===== config.mk =====
export PLATFORM = sky130hd
export DESIGN_NAME = multicycle_controller
export DESIGN_NICKNAME = d
export VERILOG_FILES = /design/src/rtl/multicycle_controller.sv
export SDC_FILE = /design/constraint.sdc
export NUM_CORES = 1
export LEC_CHECK = 0
export CORE_MARGIN = 2
export CORE_UTILIZATION = 40
export DETAILED_ROUTE_END_ITERATION = 16
export PLACE_DENSITY = 0.72
export SYNTH_ARGS = -nofsm -noshare
export SYNTH_HDL_FRONTEND = slang
export SYNTH_SLANG_ARGS = --single-unit

===== constraint.sdc =====
create_clock -name clk -period 2.6 [get_ports clk]
set_input_delay 0.52 -clock clk [delete_from_list [all_inputs] [get_ports clk]]
set_output_delay 0.52 -clock clk [all_outputs]
set_load 0.1 [all_outputs]

===== src/rtl/multicycle_controller.sv =====
// multicycle_controller
//   Moore-style control FSM sequencing a shared multicycle RV32I datapath
//   (one ALU, one unified memory port, one register file). Every
//   instruction goes through FETCH, DECODE and a 1-3 state opcode path.
//   It also keeps a retired-instruction counter.
//
// Ports
//   clk        in   rising-edge clock
//   reset      in   asynchronous active-high reset (state FETCH, instret 0)
//   op[6:0]    in   opcode field of the instruction register
//   zero       in   ALU zero flag
//   mem_ready  in   memory completes the current access this cycle
//   PCWrite    out  PCUpdate | (Branch & zero)
//   AdrSrc     out  memory address select (0 PC, 1 ALUOut)
//   MemWrite   out  memory write enable
//   IRWrite    out  latch instruction and old PC
//   RegWrite   out  register-file write enable
//   ResultSrc  out  00 ALUOut, 01 Data, 10 ALUResult
//   ALUSrcA    out  00 PC, 01 OldPC, 10 rs1
//   ALUSrcB    out  00 rs2, 01 ImmExt, 10 constant 4
//   ALUOp      out  00 add, 01 subtract, 10 funct-decoded
//   ImmSrc     out  00 I, 01 S, 10 B, 11 J
//   state_o    out  current state encoding
//   instret    out  retired-instruction count (wraps)
//   illegal    out  trap indicator
//
// Build option
//   MC_ILLEGAL_TRAP_EN : unknown opcodes enter an absorbing TRAP state.
//   Undefined (default): unknown opcodes retire as NOPs, illegal tied 0.

module multicycle_controller (
    input  logic        clk,
    input  logic        reset,
    input  logic [6:0]  op,
    input  logic        zero,
    input  logic        mem_ready,
    output logic        PCWrite,
    output logic        AdrSrc,
    output logic        MemWrite,
    output logic        IRWrite,
    output logic        RegWrite,
    output logic [1:0]  ResultSrc,
    output logic [1:0]  ALUSrcA,
    output logic [1:0]  ALUSrcB,
    output logic [1:0]  ALUOp,
    output logic [1:0]  ImmSrc,
    output logic [3:0]  state_o,
    output logic [31:0] instret,
    output logic        illegal
);

    localparam logic [6:0] OP_LW   = 7'b0000011;
    localparam logic [6:0] OP_SW   = 7'b0100011;
    localparam logic [6:0] OP_R    = 7'b0110011;
    localparam logic [6:0] OP_I    = 7'b0010011;
    localparam logic [6:0] OP_BEQ  = 7'b1100011;
    localparam logic [6:0] OP_JAL  = 7'b1101111;

    typedef enum logic [3:0] {
        FETCH    = 4'd0,
        DECODE   = 4'd1,
        MEMADR   = 4'd2,
        MEMREAD  = 4'd3,
        MEMWB    = 4'd4,
        MEMWRITE = 4'd5,
        EXECR    = 4'd6,
        ALUWB    = 4'd7,
        EXECI    = 4'd8,
        JAL      = 4'd9,
        BEQ      = 4'd10,
        TRAP     = 4'd11
    } state_t;

    state_t state;
    state_t next_state;
    logic   pc_update;
    logic   branch;

    always_ff @(posedge clk or posedge reset) begin
        if (reset) begin
            state <= FETCH;
        end else begin
            state <= next_state;
        end
    end

    // Retirement = any entry into FETCH from another state (FETCH wait
    // cycles and TRAP self-loops never count).
    always_ff @(posedge clk or posedge reset) begin
        if (reset) begin
            instret <= '0;
        end else if (next_state == FETCH && state != FETCH) begin
            instret <= instret + 32'd1;
        end
    end

    always_comb begin
        next_state = state;
        pc_update  = 1'b0;
        branch     = 1'b0;
        AdrSrc     = 1'b0;
        MemWrite   = 1'b0;
        IRWrite    = 1'b0;
        RegWrite   = 1'b0;
        ResultSrc  = 2'b00;
        ALUSrcA    = 2'b00;
        ALUSrcB    = 2'b00;
        ALUOp      = 2'b00;
        case (state)
            FETCH: begin
                ALUSrcB   = 2'b10;
                ResultSrc = 2'b10;
                IRWrite   = mem_ready;
                pc_update = mem_ready;
                if (mem_ready) next_state = DECODE;
            end
            DECODE: begin
                ALUSrcA = 2'b01;
                ALUSrcB = 2'b01;
                case (op)
                    OP_LW, OP_SW: next_state = MEMADR;
                    OP_R:         next_state = EXECR;
                    OP_I:         next_state = EXECI;
                    OP_JAL:       next_state = JAL;
                    OP_BEQ:       next_state = BEQ;
`ifdef MC_ILLEGAL_TRAP_EN
                    default:      next_state = TRAP;
`else
                    default:      next_state = FETCH;
`endif
                endcase
            end
            MEMADR: begin
                ALUSrcA    = 2'b10;
                ALUSrcB    = 2'b01;
                next_state = (op == OP_LW) ? MEMREAD : MEMWRITE;
            end
            MEMREAD: begin
                AdrSrc = 1'b1;
                if (mem_ready) next_state = MEMWB;
            end
            MEMWB: begin
                ResultSrc  = 2'b01;
                RegWrite   = 1'b1;
                next_state = FETCH;
            end
            MEMWRITE: begin
                AdrSrc   = 1'b1;
                MemWrite = 1'b1;
                if (mem_ready) next_state = FETCH;
            end
            EXECR: begin
                ALUSrcA    = 2'b10;
                ALUOp      = 2'b10;
                next_state = ALUWB;
            end
            EXECI: begin
                ALUSrcA    = 2'b10;
                ALUSrcB    = 2'b01;
                ALUOp      = 2'b10;
                next_state = ALUWB;
            end
            ALUWB: begin
                RegWrite   = 1'b1;
                next_state = FETCH;
            end
            JAL: begin
                ALUSrcA    = 2'b01;
                ALUSrcB    = 2'b10;
                pc_update  = 1'b1;
                next_state = ALUWB;
            end
            BEQ: begin
                ALUSrcA    = 2'b10;
                ALUOp      = 2'b01;
                branch     = 1'b1;
                next_state = FETCH;
            end
            TRAP: begin
                next_state = TRAP;
            end
            default: begin
                next_state = FETCH;
            end
        endcase
        // State is already FETCH during reset; only the mem_ready-driven
        // enables need suppressing so nothing is written while held.
        if (reset) begin
            IRWrite   = 1'b0;
            pc_update = 1'b0;
            branch    = 1'b0;
            RegWrite  = 1'b0;
        end
    end

    assign PCWrite = pc_update | (branch & zero);

    always_comb begin
        case (op)
            OP_SW:   ImmSrc = 2'b01;
            OP_BEQ:  ImmSrc = 2'b10;
            OP_JAL:  ImmSrc = 2'b11;
            default: ImmSrc = 2'b00;
        endcase
    end

    assign state_o = state;

`ifdef MC_ILLEGAL_TRAP_EN
    assign illegal = (state == TRAP);
`else
    assign illegal = 1'b0;
`endif

endmodule


After elaboration in Yosys (flattened, before gate mapping)
Index checks and enable logic that the tools add are counted.
Storage, ports and cells
  word-level logic and storage cells: 56
  register bits: 36
Operators by class
  reductions and logical operators: 13
  add/subtract/negate cells: 1
  multiplexer cells: 21
  equality and inequality tests: 17
  bitwise gates (word level): 2
Operators with widths (count)
  $add A32 B1 Y32 const B: 1
  $pmux W4 S7: 1
  $pmux W4 S5: 1
  $eq A4 B3 Y1 const B: 4
  $eq A4 B4 Y1 const B: 4
  $pmux W2 S2: 4
  $eq A7 B6 Y1 const B: 2
  $eq A7 B7 Y1 const B: 2
  $mux W4: 3
  $reduce_or A2 Y1: 6
  $mux W1: 9
  $eq A4 B2 Y1 const B: 2
  $logic_not A4 Y1: 2
  $eq A7 B2 Y1 const B: 1
  $eq A7 B5 Y1 const B: 1
  $pmux W2 S3: 1
  $reduce_or A3 Y1: 2
  $eq A4 B1 Y1 const B: 1
  $reduce_bool A4 Y1: 1
  $reduce_or A4 Y1: 1
  $mux W3: 1
  $pmux W1 S2: 1
  $and A1 B1 Y1: 1
  $logic_and A1 B1 Y1: 1
  $or A1 B1 Y1: 1

Depth between registers and ports, before layout
  word-level depth: 6
  gate-level depth with buffers: 9
  gate-level depth less buffers: 6

Least setup slack after synthesis
No wires, ideal clock.
  path type: register to output
  from: register state[1] (netlist: state_o[1])
  to: output port PCWrite
  cell stages (with the launch flop): 6
  data arrival time: 6.317 ns
  buffers on the path: 2
  data required time: 2.080 ns
  path slack: -4.237 ns
  cells stage by stage: dfrtp_1 -> buf_2 -> buf_2 -> and3_1 -> a211oi_1 -> a2111oi_0
On the way
  word-level cells in the longest chain between the ends: 5
  elaborated cells on any way between the ends: 9
  those cells by class: 2 x eq/ne; 4 x mux; 2 x bitwise; 1 x reduce/logical
RTL lines
  from (decl): line 74  | state_t state;
  from (signal assigned): line 83  | state <= next_state;
  $eq A4 B4 Y1: line 109  | case (state)
  $mux W1: line 109
  $mux W1: line 188  | if (reset) begin
  $and A1 B1 Y1: line 196  | assign PCWrite = pc_update | (branch & zero);
  $or A1 B1 Y1 *: line 196
  to (decl): line 37  | output logic PCWrite,
Mark *: on every way between the ends. The rest lies on a longest branch, timed or not.

Worst setup path after layout
  from: input port op[6]
  to: register instret[16]
On the way
  word-level cells in the longest chain between the ends: 6
  elaborated cells on any way between the ends: 12
  those cells by class: 6 x eq/ne; 3 x mux; 3 x reduce/logical
RTL lines
  from (decl): line 34  | input logic [6:0] op,
  $eq A7 B2 Y1 or $eq A7 B6 Y1 (tied branches): line 120, 136
  $reduce_or A2 Y1: line 120  | case (op)
  $pmux W4 S5: line 120
  $pmux W4 S7 *: line 109
  via next_state[1]: line 75  | state_t next_state;
  $logic_not A4 Y1 *: line 92  | end else if (next_state == FETCH && state != FETCH) begin
  $logic_and A1 B1 Y1 *: line 92
  to (signal assigned): line 93  | instret <= instret + 32'd1;
  to (decl): line 48  | output logic [31:0] instret,
The timed path passes the listed nets; every way through them passes the cells marked *.
A chain may end at the register's enable or synchronous reset.

==> reports/results.tsv <==
stage	metric	value	unit
critical_path	reg2reg_to	instret[16]	
route	drtAntennaViolNets	0	
sta	fin_ws	46.7	ps
synth	syn_inst	248	
min_path	hold_depth	1	
min_path	hold_path_class	flop to flop	
die	die_h	80.7	microns
cells_and_area	area_delta_synth_final	54.9	%
sta	finalHoldViolCount	0	
place	globalplace.congestion	0.811	
critical_path	path_buf_inv	3	
synth	synth_edf_count	0	
clock_tree	clock-root-buffer	clkbuf_8	
clock_tree	cts.sinks	36	
synth	synthFlopType	dfrtp_1	
place	dpl_worst_slack	-389	ps
clock_tree	htreeDepth	2	
sta	skew	2.63	ps
critical_path	worstPathRequired	2800	ps
die	die_x	80.7	microns
clock_tree	cts_buffers	5	
cells_and_area	final_layout_size_suffix_gt1_share	44.2	%
critical_path	start_kind	input port	
die	die-area	6510	sq um
clock_tree	clk_latency	280	ps
sta	period_needed	2550	ps
die	io_pins	63	
sta	slew_viol_final	0	
route	drt_iter0_drc	125	
critical_path	cp_top_family	buffers and inverters	
synth	synth_cell_type_count	49	
synth	synth_common_cells	36 x dfrtp_1, 31 x xor2_1, 17 x nor2_1, 17 x nor3_2, 16 x nand3_1	
sta	setup_viol	0	
synth	synthArstFlopShare	100	%
critical_path	critPathCaptureType	flop	
power	leakage	1.65	nW
synth	synth-seq-cells	36	
synth	avgSynthCellArea	9.48	sq um
synth	yosys.area.top_type	dfrtp_1	
sta	fin_setup_tns	0	ps
place	port_buffers	61	
global_routing	antenna_found_initial	0	
synth	synthesis.nets	260	
cells_and_area	finalNetCount	341	
global_routing	track_usage	19.5	%
global_routing	grt_pass1_wl	9850	microns
global_routing	grt-ovfl-total	0	
clock_tree	cts_max_path_buffers	2	
clock_tree	cts_tree	yes	
power	ir_worst_vdd	1.16	mV
flow_run	drv_cap	0	
synth	yosysWarningCount	0	
synth	synth.yosys.seq_area_share	38.3	%
critical_path	timing.rr.start	state_o[1]	
route	vias	2182	
critical_path	worstSetupPathDepth	8	
sta	fmax	392	MHz
die	core_area	5610	sq um
min_path	min_from	instret[31]	
critical_path	regToRegSetupSlack	90	ps
critical_path	cpMaxStageDelayCell	clkdlybuf4s50_1	
die	rows	27	
sta	tightest_slew	487	ps
cells_and_area	final_util	64.9	%
sta	slew_headroom	67.1	%
place	dp_hpwl	4190	microns
synth	synth_area_leaders	dfrtp_1 38%, xor2_1 12%, nor3_2 7.2%	
cells_and_area	diodes	0	
power	p_per_area	990	nW/um^2
die	initial_utilization	41.9	%
critical_path	cp_cell_sequence	clkdlybuf4s50_1 -> inv_2 -> maj3_2 -> a221o_1 -> or3_4 -> buf_12 -> nor4_4 -> xor2_1	
critical_path	cp_max_fo	8	
critical_path	cp_data_arrival_time	2760	ps
route	drc	0	
route	firstDrtPassIters	4	
route	viasPerCell	5.43	
cells_and_area	finalNonFillerCells	402	
route	wl_per_cell	15.7	microns
critical_path	r2r_cells	8	
synth	synth_most_common_cell	dfrtp_1	
global_routing	grt_max_degree	37	
place	place_inst	388	
sta	whs	465	ps
min_path	hold_path_end	instret[31]	
synth	synth_top_cell_area_share	38.3	%
synth	synth_area	2350	sq um
route	drt-total-wl	6300	microns
sta	fin_crit_sh	98.2	%
critical_path	crit_type	input port to flop	
clock_tree	path_clk_slew	70	ps
global_routing	first_global_vias	2021	
outcome	outcome	finished clean	
critical_path	cpPeakStageDelay	490	ps
## what timing repair did
action / in CTS / in global routing
setup endpoints to repair: 15 / 28
pin swaps: 0 / 4
gates cloned: 1 / 2
hold buffers: 0 / 0
buffers inserted: 0 / 3
gates resized for setup: 2 / 6
## report_power, final
group	internal, mW	total (mW)	switching [mW]
sequential	0.629	0.751	0.122
clock	0.216	0.410	0.194
combinational	0.776	2.45	1.67
total	1.62	3.61	1.99
## cells by family (layout without fill, tap and decap cells)
family / Yosys count / count (layout) / synth area share (%)
adder cells (fa/ha/maj): 2 / 2 / 1.01
flip-flops: 36 / 36 / 38.3
other: 1 / 1 / 0.160
AO/OA/AOI/OAI: 21 / 21 / 6.33
XOR/XNOR: 33 / 33 / 12.3
multiplexers: 1 / 1 / 0.479
buffers and inverters: 26 / 108 / 5.22
AND/OR/NAND/NOR: 128 / 128 / 36.2
## flip-flops by register name (all words and copies together) (netlist names)
signal / flops
instret: 32
state_o: 4
## final cells by class
cell class | instances | area [sq um]
clock buffers | 8 | 90.1
fillers | 487 | 1970
inverters | 10 | 37.5
multi-input cells | 186 | 1600
flip-flops and latches | 36 | 911
well taps | 72 | 90.1
repair buffers | 90 | 918
## through the flow
step | cell area (sq um) | total power [mW]
finish | 3640 | 3.61
global route | 3640 | 3.76
CTS | 3540 | 3.47
detailed placement | 3400 | 2.98
global placement | 3400 | 2.97
floorplan | 2610 | 2.44
## routing by layer
metal  share of wire, %  global-route usage, %  wire, microns  vias up
li1                   -                      -              -     1059
met1                 44                   26.3           2780     1063
met2                 50                   31.0           3150       56
met3                5.0                   5.39            315        4
met4               0.78                   4.92             49        0
met5                  0                      0              0        -
## cell usage in the layout (no fill, tap or decap), types with 2 or more instances in the layout
master and instances:
nand2_1 12, clkbuf_1 2, dfrtp_1 32, nor4_4 10, buf_12 13, nor2_4 2
nand2b_1 8, nor2_2 5, o21ai_0 3, nor3_2 20, nand3_1 16, nand4_1 10
nor3_4 4, clkdlybuf4s50_1 10, clkbuf_8 6, buf_4 64, inv_1 9, and4_1 3
dfrtp_4 2, a211oi_1 2, nor2_1 10, dfrtp_2 2, xor2_1 31, a211oi_2 2
a21oi_1 4, and3_1 9, xnor2_1 2, nor2b_1 2, clkbuf_16 2
## worst max path at each step
stage | startpoint | endpoint | slack [ps]
finish | op[6] | instret[16] | 50
CTS | op[6] | instret[26] | 50
detailed placement | op[3] | instret[29] | -390
global route | state_o[1] | instret[7] | -10
global placement | op[3] | instret[29] | -350
floorplan | state_o[1] | IRWrite | -580
(Power assumes the default switching activity.)
